## src/rtl/dmem_byte_bridge.sv

```systemverilog
// Word-to-byte data-memory bridge: splits a 32-bit core load/store into four big-endian byte transfers.
// Optional `DMEM_ALIGN_CHECK_EN: unaligned requests are rejected with a one-cycle misalign_err pulse.
module dmem_byte_bridge #(
  parameter int ADDR_W = 16
) (
  input  logic                 clk,
  input  logic                 rst_b,
  input  logic [31:0]          core_addr,
  input  logic [0:3][7:0]      core_wdata,
  input  logic                 core_we,
  input  logic                 core_re,
  output logic [0:3][7:0]      core_rdata,
  output logic                 core_stall,
  output logic                 mem_req,
  output logic                 mem_we,
  output logic [ADDR_W-1:0]    mem_addr,
  output logic [7:0]           mem_wbyte,
  input  logic [7:0]           mem_rbyte,
  input  logic                 mem_ack,
  output logic                 misalign_err
);

  localparam logic [1:0] S_IDLE = 2'd0;
  localparam logic [1:0] S_BUSY = 2'd1;
  localparam logic [1:0] S_DONE = 2'd2;

  logic [1:0]        state;
  logic [1:0]        idx;
  logic [ADDR_W-1:0] base;
  logic [0:3][7:0]   wdata_q;
  logic              we_q;
  logic              core_req;
  logic              busy;
  logic              misalign;
  logic              unused_addr;

  assign core_req    = core_re | core_we;
  assign busy        = (state == S_BUSY);
  assign unused_addr = ^core_addr[31:ADDR_W];

`ifdef DMEM_ALIGN_CHECK_EN
  logic err_q;

  assign misalign = (core_addr[1:0] != 2'b00);

  // Registered so the pulse lands exactly on the DONE cycle the rejected request jumps to.
  always_ff @(posedge clk or posedge rst_b) begin
    if (rst_b) err_q <= 1'b0;
    else       err_q <= (state == S_IDLE) && core_req && misalign;
  end

  assign misalign_err = err_q;
`else
  assign misalign     = 1'b0;
  assign misalign_err = 1'b0;
`endif

  // NOTE: all state uses non-blocking assignments so every register sees pre-edge values.
  always_ff @(posedge clk or posedge rst_b) begin
    if (rst_b) begin
      state      <= S_IDLE;
      idx        <= 2'd0;
      base       <= '0;
      wdata_q    <= '0;
      we_q       <= 1'b0;
      core_rdata <= '0;
    end else begin
      case (state)
        S_IDLE: begin
          if (core_req) begin
            base    <= core_addr[ADDR_W-1:0];
            wdata_q <= core_wdata;
            we_q    <= core_we;
            idx     <= 2'd0;
            if (misalign) begin
              state <= S_DONE;
              if (!core_we) core_rdata <= '0;
            end else begin
              state <= S_BUSY;
            end
          end
        end
        S_BUSY: begin
          if (mem_ack) begin
            if (!we_q) core_rdata[idx] <= mem_rbyte;
            if (idx == 2'd3) state <= S_DONE;
            else             idx   <= idx + 2'd1;
          end
        end
        S_DONE:  state <= S_IDLE;
        default: state <= S_IDLE;
      endcase
    end
  end

  // Stall is gated by reset so it drops together with the aborted transfer.
  assign core_stall = !rst_b && (((state == S_IDLE) && core_req) || busy);
  assign mem_req    = busy;
  assign mem_we     = busy && we_q;
  assign mem_addr   = busy ? base + ADDR_W'(idx) : '0;
  assign mem_wbyte  = (busy && we_q) ? wdata_q[idx] : 8'h00;

endmodule

```

## config.mk

```make
export PLATFORM = sky130hd
export DESIGN_NAME = dmem_byte_bridge
export DESIGN_NICKNAME = d
export VERILOG_FILES = /design/src/rtl/dmem_byte_bridge.sv
export SDC_FILE = /design/constraint.sdc
export NUM_CORES = 1
export LEC_CHECK = 0
export ABC_AREA = 1
export CELL_PAD_IN_SITES_DETAIL_PLACEMENT = 2
export CELL_PAD_IN_SITES_GLOBAL_PLACEMENT = 2
export CORE_ASPECT_RATIO = 2
export CORE_MARGIN = 10
export CORE_UTILIZATION = 29
export CTS_BUF_LIST = sky130_fd_sc_hd__clkbuf_2 sky130_fd_sc_hd__clkbuf_4 sky130_fd_sc_hd__clkbuf_8
export DETAILED_ROUTE_END_ITERATION = 6
export GPL_ROUTABILITY_DRIVEN = 0
export PLACE_DENSITY_LB_ADDON = 0.1
export SLEW_MARGIN = 5
export SYNTH_ARGS = -nofsm -noshare
export SYNTH_HDL_FRONTEND = slang
export SYNTH_SLANG_ARGS = --single-unit
```

## constraint.sdc

```tcl
create_clock -name clk -period 7.1 [get_ports clk]
set_input_delay 1.42 -clock clk [delete_from_list [all_inputs] [get_ports clk]]
set_output_delay 1.42 -clock clk [all_outputs]
set_load 0.01 [all_outputs]
```

==> metrics.md <==
| Metric | Value |
|---|---|
| Peak VDD IR | `0.000140 V` |
| Layout cells sized above 1 | `0.0645` |
| Min-delay worst type | `flip-flop to flip-flop` |
| Antenna cells | `0` |
| Initial antenna violation count | `0` |
| Tmin final | `4370 ps` |
| 1st-iter DRT viols | `106` |
| RSZ-0062 raised after global routing | `no` |
| Largest net degree at the start of global routing | `99` |
| CTS tree | `built` |
| Total core area | `13900 um2` |
| Post-DRT Antenna Nets | `0` |
| Synthesized Nets | `587` |
| CP dominant cell by count | `nand2_1` |
| I/O Buffers | `119` |
| Leak | `0.00269 uW` |
| Final instance area | `5660 um2` |
| Post-Place Cell Area | `5450 um2` |
| Hold_ws | `490 ps` |
| Routed wire length | `14.1 mm` |
| Setup tns final | `0 ps` |
| Max-slew violations | `0` |
| Cts repair resizes | `0` |
| Critical Path Source | `idx[1]` |
| Yosys warning total | `0` |
| CP max FO | `21` |
| Worst reg-to-reg setup slack | `5200 ps` |
| Hold Buf Count CTS | `0` |
| Gr ovfl total | `0` |
| Sequential element share of the synthesized area | `0.516` |
| Hold Path Origin | `we_q` |
| Worst-path clk slew | `90 ps` |
| Vias in the first global route | `4292` |
| Starting Density | `0.297` |
| WP data required | `5680 ps` |
| CP Class | `flip-flop to primary output` |
| Delay-heaviest family, CP | `flip-flops` |
| # Max-Cap Violations | `0` |
| P per Cell Area | `424 nW/um2` |
| Slowest cell on crit path | `dfrtp_1` |
| Post-CTS Setup Bufs | `0` |
| Syn Area/Cell | `8.19 um2` |
| DIE WIDTH | `104 um` |
| CP endpoint kind | `primary output` |
| Yosys reg bits | `85` |
| Critical Path Source Type | `flip-flop` |
| Number of vias per cell | `4.66` |
| I/O pin total | `137` |
| Hold Vio Cnt, Final | `0` |
| Total number of vias | `3767` |
| Skew final | `11.2 ps` |
| Max_slew headroom | `0.252` |
| Fmax | `229 MHz` |
| Worst flop-to-flop path startpoint | `idx[1]` |
| Dpl hpwl | `11.0 mm` |
| Post-Syn Instances | `503` |
| Drt first pass iters | `4` |
| Worst slew pin tran | `1120 ps` |
| Fillers | `1599` |
| Synthesis-to-layout area growth | `37.3%` |
| Final setup vio count | `0` |
| Worst Path Arrival | `2950 ps` |
| # rows | `61` |
| Clock buffer count from CTS | `9` |
| Max Root-Sink Buffers | `2` |
| Max incr delay on CP | `890 ps` |
| Clk_lat worst skew | `360 ps` |
| Status | `complete, no violations` |
| Final period utilization | `0.616` |
| WHS Path Cells | `2` |
| WL per Instance | `17.4 um` |
| CTS sink cnt | `85` |
| Total track usage | `0.144` |
| Synthesized cell area | `4120 um2` |
| Post-synth cell types | `26` |
| Die height | `189 um` |
| H-Tree Level Count | `3` |
| Buffers plus inverters on the worst setup path | `1` |
| DRC viols | `0` |
| Die ar. | `19700 um2` |
| Layout net count | `699` |
| CTS root buffer | `clkbuf_8` |
| CP cell instances | `fa_1 > nand2_1 > nor2_4 > nand3_1 > nand2_1 > nand2_1 > nor2_1 > clkdlybuf4s50_1` |
| Worst r2r path cells | `5` |
| FF-to-FF End | `core_rdata[20]` |
| First-pass GRT wire length | `22.8 mm` |
| Final Util | `0.407` |
| Hold EP | `we_q` |
==> per-stage QoR <==
| step | setup WS, ps | power, uW | std cells |
|---|---|---|---|
| 2_1_floorplan | 3490 | 1480 | 503 |
| 3_3_place_gp | 2950 | 2020 | 793 |
| 3_5_place_dp | 2900 | 2080 | 793 |
| 4_1_cts | 2640 | 2460 | 809 |
| 5_1_grt | 2420 | 2620 | 809 |
| 6_report | 2730 | 2400 | 809 |
==> logic make-up (layout without fill, tap and decap cells) <==
kind of cell	count (synthesis)	count (layout)	share of synthesized area
AO/OA/AOI/OAI	130	130	0.172
other	1	1	0.000910
buffers and inverters	96	213	0.0999
AND/OR/NAND/NOR	184	184	0.188
flip-flops	85	85	0.516
adder cells (fa/ha/maj)	7	7	0.0231
==> layer usage <==
metal  share of wire  wire length, um  vias to the layer above  GRT usage
li1                -                -                     1806          -
met1            0.36             5000                     1854      0.136
met2            0.59             8240                       86      0.288
met3           0.037              515                       21     0.0325
met4           0.022              305                        0     0.0517
met5               0                0                        -          0
==> final cells by class <==
cell class                      count  area, um2  area share
Sequential cell                    85       2130       0.376
Multi-Input combinational cell    322       1590       0.281
Timing Repair Buffer              122       1210       0.214
Inverter                           75        283      0.0500
Tap cell                          189        236      0.0418
Clock buffer                       11        151      0.0267
Clock inverter                      5       58.8      0.0104
==> where the power goes <==
group	internal, uW	switching, uW
Sequential	703	150
Combinational	524	658
Clock	182	180
Total	1410	989
==> cell usage after synthesis, drive strengths merged <==
library cell	n	area share
a31oi	1	0.0015
a21oi	45	0.064
inv	75	0.068
o21ai	77	0.094
o211ai	7	0.013
fa	1	0.0049
ha	6	0.018
conb	1	0.00091
nor3	4	0.0049
dfrtp	85	0.52
buf	14	0.025
nor2	52	0.054
nand4	2	0.0030
clkbuf	7	0.0064
nand3	7	0.0085
nand2	119	0.12
==> tightest hold or removal path, stage by stage (launching register included) <==
cell and delay, ps:
dfrtp_1 360, nand2_1 60, nand2_1 50
==> cells in the final DEF, fill, tap and decap left out <==
cell type,instances
a21oi_1,35
a21oi_2,10
a31oi_1,1
buf_4,3
bufinv_16,1
clkbuf_8,11
clkdlybuf4s50_1,119
clkinv_2,2
clkinv_4,1
clkinvlp_4,2
conb_1,1
dfrtp_1,85
fa_1,1
ha_1,6
inv_1,73
inv_2,1
nand2_1,114
nand2_4,5
nand3_1,7
nand4_1,2
nor2_1,49
nor2_2,1
nor2_4,1
nor2_8,1
nor3_1,4
o211ai_1,7
o21ai_0,41
o21ai_1,35
o21ai_4,1
==> how the worst max path moves through the flow <==
stage | depth (start not counted) | slack [ps] | end
floorplan | 1 | 3490 | base[0]
global placement | 4 | 2950 | core_stall
detailed placement | 4 | 2900 | core_stall
CTS | 9 | 2640 | mem_addr[9]
global route | 8 | 2420 | mem_addr[12]
finish | 8 | 2730 | mem_addr[12]
==> state kept, by name, indices dropped and copies added, names as in the netlist <==
register / count
state: 2
idx: 2
base: 16
we_q: 1
core_rdata: 32
wdata_q: 32
Note: power is estimated with default switching activity, not from simulation.
